$ cat config.mk
export PLATFORM = sky130hd
export DESIGN_NAME = kernel_window_unit
export DESIGN_NICKNAME = d
export VERILOG_FILES = /design/src/rtl/kernel_pkg.sv /design/src/rtl/kernel_line_buffer.sv /design/src/rtl/kernel_window_unit.sv
export SDC_FILE = /design/constraint.sdc
export NUM_CORES = 1
export LEC_CHECK = 0
export ABC_AREA = 1
export BUFFER_PORTS_ARGS = -buffer_cell sky130_fd_sc_hd__buf_2
export CORE_MARGIN = 3
export CORE_UTILIZATION = 33
export DETAILED_ROUTE_END_ITERATION = 7
export SYNTH_ARGS = -nofsm -noshare
export SYNTH_HDL_FRONTEND = slang
export SYNTH_SLANG_ARGS = --single-unit
$ cat constraint.sdc
create_clock -name clk -period 13.93 [get_ports clk]
set_clock_uncertainty 0.15 [all_clocks]
set_input_delay 4.179 -clock clk [delete_from_list [all_inputs] [get_ports clk]]
set_output_delay 4.179 -clock clk [all_outputs]
set_load 0.02 [all_outputs]
$ cat src/rtl/kernel_pkg.sv
// kernel_pkg: shared definitions for the kernel window unit.
// Holds the frame-sequencing FSM state type and the connectivity encoding
// used by the CONN8 parameter.
package kernel_pkg;

  // Connectivity encoding for the CONN8 parameter.
  localparam int unsigned CONN_CROSS = 0;  // 4-neighbour cross plus centre
  localparam int unsigned CONN_FULL  = 1;  // full 3x3 neighbourhood

  typedef enum logic [1:0] {
    StIdle,
    StFill,
    StStream,
    StFlush
  } kw_state_e;

endpackage

$ cat src/rtl/kernel_line_buffer.sv
// kernel_line_buffer: one-row delay line.
// Ports:
//   clk  - clock
//   en   - shift enable; din enters and every entry moves one place
//   din  - pixel shifted in
//   dout - oldest entry, i.e. the value shifted in DEPTH shifts ago
// Contents are not reset; they are don't-care until refilled.
module kernel_line_buffer #(
  parameter int unsigned DEPTH = 8,
  parameter int unsigned WIDTH = 8
) (
  input  logic             clk,
  input  logic             en,
  input  logic [WIDTH-1:0] din,
  output logic [WIDTH-1:0] dout
);

  logic [WIDTH-1:0] mem_q [DEPTH];

  always_ff @(posedge clk) begin
    if (en) begin
      mem_q[0] <= din;
      for (int i = 1; i < DEPTH; i++) begin
        mem_q[i] <= mem_q[i-1];
      end
    end
  end

  assign dout = mem_q[DEPTH-1];

endmodule

$ cat src/rtl/kernel_window_unit.sv
// kernel_window_unit: streaming 3x3 (or cross) border detector.
// Each result is the centre pixel, or 0 when max-min over the neighbourhood
// reaches the threshold latched at the start of the frame.
// Ports:
//   clk, rst                  - clock, synchronous active-high reset
//   thresh                    - threshold, latched on the first pixel of a frame
//   s_valid/s_ready/s_data/s_last - raster-order pixel input stream
//   m_valid/m_ready/m_data/m_last - raster-order result stream
//   busy                      - a frame is in progress
//   frame_err                 - one-cycle pulse on a misplaced or missing s_last
module kernel_window_unit
  import kernel_pkg::*;
#(
  parameter int unsigned IMG_W       = 8,
  parameter int unsigned IMG_H       = 8,
  parameter int unsigned PIXEL_WIDTH = 8,
  parameter int unsigned CONN8       = 0
) (
  input  logic                   clk,
  input  logic                   rst,
  input  logic [PIXEL_WIDTH-1:0] thresh,
  input  logic                   s_valid,
  output logic                   s_ready,
  input  logic [PIXEL_WIDTH-1:0] s_data,
  input  logic                   s_last,
  output logic                   m_valid,
  input  logic                   m_ready,
  output logic [PIXEL_WIDTH-1:0] m_data,
  output logic                   m_last,
  output logic                   busy,
  output logic                   frame_err
);

  localparam int unsigned NPIX = IMG_W * IMG_H;
  localparam int unsigned CW   = $clog2(NPIX) + 1;
  localparam int unsigned XW   = $clog2(IMG_W);
  localparam int unsigned YW   = $clog2(IMG_H);

  localparam logic [CW-1:0] FillLast = CW'(IMG_W);           // index that ends FILL
  localparam logic [CW-1:0] FirstRes = CW'(IMG_W + 1);       // first index giving a result
  localparam logic [CW-1:0] LastIdx  = CW'(NPIX - 1);
  localparam logic [CW-1:0] EndCnt   = CW'(NPIX + IMG_W + 1); // all flush steps done

  kw_state_e state_q, state_d;
  logic [CW-1:0]          adv_cnt_q;  // pixels accepted plus flush steps taken
  logic [XW-1:0]          col_q;      // column of the next result
  logic [YW-1:0]          row_q;      // row of the next result
  logic [PIXEL_WIDTH-1:0] thresh_q;
  logic [PIXEL_WIDTH-1:0] win_q [3][3];  // [row: 0=top][col: 2=newest]
  logic [PIXEL_WIDTH-1:0] nw [3][3];     // window after the current shift
  logic [PIXEL_WIDTH-1:0] new_px [3];
  logic [PIXEL_WIDTH-1:0] din, lb1_out, lb2_out, res;
  logic m_valid_q, m_last_q, frame_err_q;
  logic [PIXEL_WIDTH-1:0] m_data_q;
  logic out_free, accept, flush_step, advance, produce, bad_last, miss_last, last_xfer;

  assign out_free   = !m_valid_q || m_ready;
  assign s_ready    = (state_q != StFlush) && out_free;
  assign accept     = s_valid && s_ready;
  assign flush_step = (state_q == StFlush) && (adv_cnt_q != EndCnt) && out_free;
  assign advance    = accept || flush_step;
  assign din        = accept ? s_data : '0;
  assign bad_last   = accept && s_last && (adv_cnt_q != LastIdx);
  assign miss_last  = accept && !s_last && (adv_cnt_q == LastIdx);
  assign produce    = advance && (adv_cnt_q >= FirstRes) && !bad_last;
  assign last_xfer  = m_valid_q && m_ready && m_last_q;

  kernel_line_buffer #(.DEPTH(IMG_W), .WIDTH(PIXEL_WIDTH)) u_lb1 (
    .clk  (clk),
    .en   (advance),
    .din  (din),
    .dout (lb1_out)
  );

  kernel_line_buffer #(.DEPTH(IMG_W), .WIDTH(PIXEL_WIDTH)) u_lb2 (
    .clk  (clk),
    .en   (advance),
    .din  (lb1_out),
    .dout (lb2_out)
  );

  assign new_px[0] = lb2_out;
  assign new_px[1] = lb1_out;
  assign new_px[2] = din;

  // Result is computed from the window as it will be after this shift so that
  // it is registered on the same edge that accepts pixel k+IMG_W+1.
  always_comb begin
    logic [PIXEL_WIDTH-1:0] cen, mx, mn, px;
    logic outside, sel;
    for (int r = 0; r < 3; r++) begin
      nw[r][0] = win_q[r][1];
      nw[r][1] = win_q[r][2];
      nw[r][2] = new_px[r];
    end
    cen = nw[1][1];
    mx  = cen;
    mn  = cen;
    for (int r = 0; r < 3; r++) begin
      for (int c = 0; c < 3; c++) begin
        sel = (CONN8 != CONN_CROSS) || (r == 1) || (c == 1);
        outside = ((r == 0) && (row_q == '0)) || ((r == 2) && (row_q == YW'(IMG_H - 1))) ||
                  ((c == 0) && (col_q == '0)) || ((c == 2) && (col_q == XW'(IMG_W - 1)));
        px = outside ? cen : nw[r][c];
        if (sel && (px > mx)) mx = px;
        if (sel && (px < mn)) mn = px;
      end
    end
    res = ((mx - mn) >= thresh_q) ? '0 : cen;
  end

  always_comb begin
    state_d = state_q;
    unique case (state_q)
      StIdle:   if (accept) state_d = StFill;
      StFill:   if (accept && (adv_cnt_q == FillLast)) state_d = StStream;
      StStream: if (accept && (adv_cnt_q == LastIdx)) state_d = StFlush;
      StFlush:  if (last_xfer) state_d = StIdle;
      default:  state_d = StIdle;
    endcase
    if (bad_last) state_d = StIdle;
  end

  always_ff @(posedge clk) begin
    if (rst) begin
      state_q     <= StIdle;
      adv_cnt_q   <= '0;
      col_q       <= '0;
      row_q       <= '0;
      thresh_q    <= '0;
      m_valid_q   <= 1'b0;
      m_last_q    <= 1'b0;
      m_data_q    <= '0;
      frame_err_q <= 1'b0;
    end else begin
      state_q     <= state_d;
      frame_err_q <= bad_last || miss_last;
      if ((state_q == StIdle) && accept) thresh_q <= thresh;
      if (state_d == StIdle) adv_cnt_q <= '0;
      else if (advance)      adv_cnt_q <= adv_cnt_q + CW'(1);
      if (bad_last) begin
        // Abandon the frame: drop any pending result and realign the output raster.
        m_valid_q <= 1'b0;
        m_last_q  <= 1'b0;
        col_q     <= '0;
        row_q     <= '0;
      end else if (produce) begin
        m_valid_q <= 1'b1;
        m_data_q  <= res;
        m_last_q  <= (row_q == YW'(IMG_H - 1)) && (col_q == XW'(IMG_W - 1));
        if (col_q == XW'(IMG_W - 1)) begin
          col_q <= '0;
          row_q <= (row_q == YW'(IMG_H - 1)) ? '0 : row_q + YW'(1);
        end else begin
          col_q <= col_q + XW'(1);
        end
      end else if (m_ready) begin
        m_valid_q <= 1'b0;
        m_last_q  <= 1'b0;
      end
    end
  end

  always_ff @(posedge clk) begin
    if (advance) begin
      for (int r = 0; r < 3; r++) begin
        for (int c = 0; c < 3; c++) begin
          win_q[r][c] <= nw[r][c];
        end
      end
    end
  end

  assign m_valid   = m_valid_q;
  assign m_data    = m_data_q;
  assign m_last    = m_last_q;
  assign busy      = (state_q != StIdle);
  assign frame_err = frame_err_q;

endmodule
## Word level (Yosys, flattened, before mapping)

Memories as Yosys holds them, arrays and structs flattened.
Index checks and enable logic that the tools add are counted.

| storage, ports and cells | value |
|---|---|
| register bits | 34 |
| bits in writable memories | 200 |
| input bits | 21 |
| output and inout bits | 13 |
| logic and storage cells | 100 |
| memories | 3 |

| cells by class | value |
|---|---|
| add/subtract/negate cells | 4 |
| magnitude comparators | 12 |
| equality and inequality tests | 10 |
| muxes and demuxes | 29 |
| bitwise gates (word level) | 1 |
| reduce and logical (&&, ||, !) cells | 32 |

Memory list:

| name | depth | width | rd ports | clocked after memory_dff | wr ports | line | source |
|---|---|---|---|---|---|---|---|
| win_q | 3 | 24 | 3 | 0 | 3 | kernel_window_unit.sv:49 | `logic [PIXEL_WIDTH-1:0] win_q [3][3];` |
| u_lb1.mem_q | 8 | 8 | 8 | 0 | 8 | kernel_line_buffer.sv:18 | `logic [WIDTH-1:0] mem_q [DEPTH];` |
| u_lb2.mem_q | 8 | 8 | 8 | 0 | 8 | kernel_line_buffer.sv:18 |  |

Operators by type and width:

| operator | count |
|---|---|
| $mux 8 | 16 |
| $gt 8x8->1 | 5 |
| $lt 8x8->1 | 5 |
| $logic_and 1x1->1 | 16 |
| $mux 2 | 5 |
| $ge 8x8->1 | 1 |
| $pmux 2 s4 | 1 |
| $sub 8x8->8 | 1 |
| $add 7x1->7 const B | 1 |
| $eq 7x4->1 const B | 1 |
| $eq 7x6->1 const B | 1 |
| $ge 7x4->1 const B | 1 |
| $ne 7x6->1 const B | 1 |
| $ne 7x7->1 const B | 1 |
| $add 3x1->3 const B | 2 |
| $eq 3x3->1 const B | 2 |
| $logic_not 3->1 | 2 |
| $mux 3 | 2 |
| $mux 1 | 5 |
| $eq 2x2->1 const B | 2 |
| $logic_not 2->1 | 2 |
| $reduce_and 2->1 | 2 |
| $reduce_bool 2->1 | 2 |
| $reduce_or 2->1 | 2 |
| 5 further kinds | 9 |

## Logic depth before layout (Yosys ltp)

| depth | value |
|---|---|
| word-level depth | 15 |
| mapped depth | 82 |
| gate-level depth less buffers | 77 |

## Hierarchy

A second synthesis with hierarchy kept.

| second synthesis, totals | value |
|---|---|
| cells, all modules | 975 |
| area, all modules | 9,823.2 µm² |

Modules (own cells, without submodules):

| module | times used | cells each | area each (µm²) | sequential area each (µm²) |
|---|---|---|---|---|
| kernel_window_unit | 1 | 831 | 5,859.4 | 1,641.6 |
| kernel_line_buffer | 2 | 72 | 1,981.9 | 1,921.8 |

## Worst setup path before layout

OpenSTA, ideal clock, no wires.

| path | value |
|---|---|
| path kind | register to register |
| from | register row_q[0] |
| to | register m_data_q[0] (netlist: m_data[0]) |
| setup time | 71 ps |
| arrival time | 9,598 ps |
| data required time | 13,709 ps |
| slack | 4,112 ps |
| cell stages (with the launch flop) | 63 |
| buffers on the path | 6 |
| clock period less this slack | 9,818 ps |
| path through | dfxtp_1 inv_1 ha_1 nand2_2 clkbuf_1 nand2_1 o21ai_0 ha_1 a21o_1 nor2_2 nand2_4 nand2_4 clkbuf_1 o21ai_0 ha_1 nand2_1 nor2_1 nand3_1 [... 27 more ...] inv_1 clkbuf_1 nand2_1 o21ai_2 ha_1 fa_1 inv_1 ha_1 a21boi_0 o21a_1 o21a_1 o21ai_0 nand2_1 a21oi_1 o21bai_1 a21oi_1 nand3_1 a21oi_1 |

| on the way | value |
|---|---|
| word-level cells in the longest chain between the ends | 15 |
| elaborated cells on any way between the ends | 27 |
| those cells by class | add/sub: 1; order compare: 11; eq/ne: 1; mux: 13; reduce/logical: 1 |

Ends and longest elaborated chain:

| element | line | source |
|---|---|---|
| from (decl) | kernel_window_unit.sv:47 | `logic [YW-1:0] row_q;` |
| from (signal assigned) | kernel_window_unit.sv:153 | `row_q <= (row_q == YW'(IMG_H - 1)) ? '0 : row_q + YW'(1);` |
| $logic_not 3->1 | -- |  |
| $mux 8 | kernel_window_unit.sv:104 | `px = outside ? cen : nw[r][c];` |
| $gt 8x8->1 / $lt 8x8->1 (equally long branches) | kernel_window_unit.sv:105, kernel_window_unit.sv:106 |  |
| $mux 8, on equally long branches | kernel_window_unit.sv:105, kernel_window_unit.sv:106 |  |
| $gt 8x8->1 / $lt 8x8->1 (equally long branches) | kernel_window_unit.sv:105, kernel_window_unit.sv:106 |  |
| $mux 8, on equally long branches | kernel_window_unit.sv:105, kernel_window_unit.sv:106 |  |
| $gt 8x8->1 / $lt 8x8->1 (equally long branches) | kernel_window_unit.sv:105, kernel_window_unit.sv:106 |  |
| $mux 8, on equally long branches | kernel_window_unit.sv:105, kernel_window_unit.sv:106 |  |
| $gt 8x8->1 / $lt 8x8->1 (equally long branches) | kernel_window_unit.sv:105, kernel_window_unit.sv:106 |  |
| $mux 8, on equally long branches | kernel_window_unit.sv:105, kernel_window_unit.sv:106 |  |
| $gt 8x8->1 / $lt 8x8->1 (equally long branches) | kernel_window_unit.sv:105, kernel_window_unit.sv:106 |  |
| $mux 8, on equally long branches | kernel_window_unit.sv:105, kernel_window_unit.sv:106 |  |
| $sub 8x8->8 (*) | kernel_window_unit.sv:109 | `res = ((mx - mn) >= thresh_q) ? '0 : cen;` |
| $ge 8x8->1 (*) | kernel_window_unit.sv:109 |  |
| $mux 8 (*) | kernel_window_unit.sv:109 |  |
| to (signal assigned) | kernel_window_unit.sv:149 | `m_data_q <= res;` |
| to (decl) | kernel_window_unit.sv:54 | `logic [PIXEL_WIDTH-1:0] m_data_q;` |

Mark *: on every way between the ends. The rest lies on a longest branch, timed or not.
A chain may end at the register's enable or synchronous reset.

==> flow_summary.toml <==
[sta]
fin_crit_sh = 0.777
fin_crit_ns = 10.83
slew_viol_final = 0
setup_violations = 0
rsz0062_at_grt = "no"
relSlewSlack = 0.302
whs_ns = 0.263
fmax_mhz = 92.4
hold_viol = 0
fin_tns_setup_ns = 0
worst_pin_slew_ns = 1.05

[synthesis]
synthTopCellsByArea = "edfxtp_1 (45%), ha_1 (12%), nand2_1 (9.2%), dfxtp_1 (7.5%), o21ai_0 (4.7%)"
yosysSeqAreaShare = 0.527
async_reset_ff_frac = 0
ys_types = 35
synth_warnings = 0
yosysTopAreaCell = "edfxtp_1"
yosys.cell_count.top_type = "nand2_1"
netlist_top_cells_count = "nand2_1 (221), edfxtp_1 (136), ha_1 (86), inv_1 (86), o21ai_0 (85)"
synth_seq_cells = 170
synth_edf_count = 136
yosys_most_used_dff = "edfxtp_1"
synth_top_area_share = 0.452
synth_cells = 941
avgSynthCellArea_sq_um = 9.61
synth_area_sq_um = 9040
syn-num-nets = 1049

[die]
initial_core_util = 0.341
dieHeight_um = 172
coreArea_sq_um = 26500
die_w_um = 172
rows = 59
io_pins = 34
die-area_sq_um = 29400

[clock_network]
cts_tree = "yes"
cts_resized = 0
htreeDepth = 4
cts_made_buffers = 17
clockRootBuffer = "clkbuf_16"
clk_pin_slew_ns = 0.08
insertion_delay_ns = 0.44
clk_path_buf_depth = 2
cts_setup_buffers = 0
hold_buffers = 0
clkSinkCount = 170

[critical_path]
required_ns = 14.15
endpoint_kind = "flop"
critPathLaunchType = "flop"
crit_family = "compound AO/OA/AOI/OAI gates"
cp_common_cell = "a21oi_1"
slowest_delay_ns = 0.61
crit_fanout = 19
crit_slowest_cell = "edfxtp_1"
arrival_ns = 11.04
critPathBufInv = 3
crit_type = "flop to flop"
reg2reg_slack_ns = 3.10

[pwr]
power_density_nw_per_um2 = 196
p_leak_nw = 4.25
p_total_mw = 1.99
p_comb_frac = 0.454
vdd_drop_max_uv = 140
power_switching_mw = 0.792
pwr-share-clk = 0.242
switching_share = 0.397
internal_power_mw = 1.20
seqPwrFrac = 0.305

[finish]
final_area_sq_um = 10200
diodes = 0
fin_nets = 1085
multi_input_area_sq_um = 3820
area_growth_pct = 12.7
fill_cells = 2592
seq_area_sq_um = 4760
drive_above_1_share = 0.127

[global_routing]
grt_max_degree = 82
grt_pass1_vias = 5995
antenna_found_initial = 0
grt_pass1_wl_um = 30900
grt_usage = 0.134
grt_overflow = 0

[place]
place_hpwl_um = 14300
port_buffers = 33
gp_congestion = 0.891
post_dp_cell_area_sq_um = 9570

[drt]
wire_per_inst_um = 14.6
first_pass_iters = 5
viasPerCell = 4.89
drt_iter0_markers = 463
drc = 0
ant_nets = 0
wirelength_um = 19300
vias = 6480

[flow_run]
max-cap-violations = 0

[status]
outcome = "finished, final reports clean"

[worst_hold_path]
min_path_type = "flop to flop"
stage by stage:
stage / utilization / std cells / worst slack [ns]
final: 0.384 / 1325 / 3.10
after global routing: 0.384 / 1325 / 2.13
after CTS: 0.384 / 1325 / 3.15
after detailed placement: 0.361 / 1293 / 3.22
after global placement: 0.361 / 1293 / 3.24
after floorplan: - / 941 / 4.11
metal layers:
layer / global-route usage / up-vias / wire (um)
li1: - / 3314 / -
met1: 0.192 / 3026 / 9810
met2: 0.205 / 116 / 8510
met3: 0.0260 / 24 / 662
met4: 0.0430 / 0 / 301
met5: 0 / - / 0
placed cells by master (no fill, tap or decap), types with 2 or more instances in the layout:
cell and n:
nand2_1 220, edfxtp_1 136, inv_1 86, ha_1 86
o21ai_0 85, a21oi_1 54, nand3_1 54, nor2_1 48
dfxtp_1 34, buf_2 33, nand2_2 22, clkbuf_16 17
a211oi_1 13, inv_2 12, o21ai_2 12, o21ai_1 10
nor3_1 6, inv_6 6, nand2_4 5, nor2_2 4
nand3b_1 4, o21bai_1 4, xor2_1 4, o21a_1 4
buf_4 4, xnor2_1 3, o211ai_1 3, nand4_1 3
clkinv_8 3, inv_8 3, nor3b_1 2
power groups by stage:
stage	registers, mW	clock network (mW)	logic, mW
finish	0.607	0.482	0.905
global route	0.611	0.514	1.05
CTS	0.608	0.495	0.915
detailed placement	0.618	0	0.906
global placement	0.617	0	0.898
floorplan	0.612	0	0.745
area by class of cell:
class	instances	share of cell area
inverters	99	0.0365
flip-flops and latches	170	0.468
clock inverters	15	0.0187
well taps	335	0.0411
clock buffers	17	0.0418
multi-input cells	652	0.375
repair buffers	37	0.0192
final timing paths:
path,from,endpoint,cells past startpoint
worst max-delay path,win_q[1][6],m_data[7],51
worst min-delay path,u_lb1.mem_q[0][12],u_lb1.mem_q[0][20],0
worst min register to register,u_lb1.mem_q[0][12],u_lb1.mem_q[0][20],0
worst max register to register,win_q[1][6],m_data[7],51
flip-flops by register name (all words and copies together), names as in the netlist:
name	cells
u_lb2.mem_q	41
m_valid	1
m_last	1
frame_err	1
m_data	8
u_lb1.mem_q	64
state_q	2
col_q	3
adv_cnt_q	7
row_q	3
thresh_q	8
win_q	31
logic make-up (layout without fill, tap and decap cells):
group / Yosys count / in the layout / share of synthesized area
compound gates: 188 / 188 / 0.117
simple gates: 370 / 370 / 0.177
buf+inv: 119 / 168 / 0.0512
flops: 170 / 170 / 0.527
xor+xnor: 7 / 7 / 0.00678
fa+ha+maj: 87 / 87 / 0.121
Power figures use the tool's default switching activity.
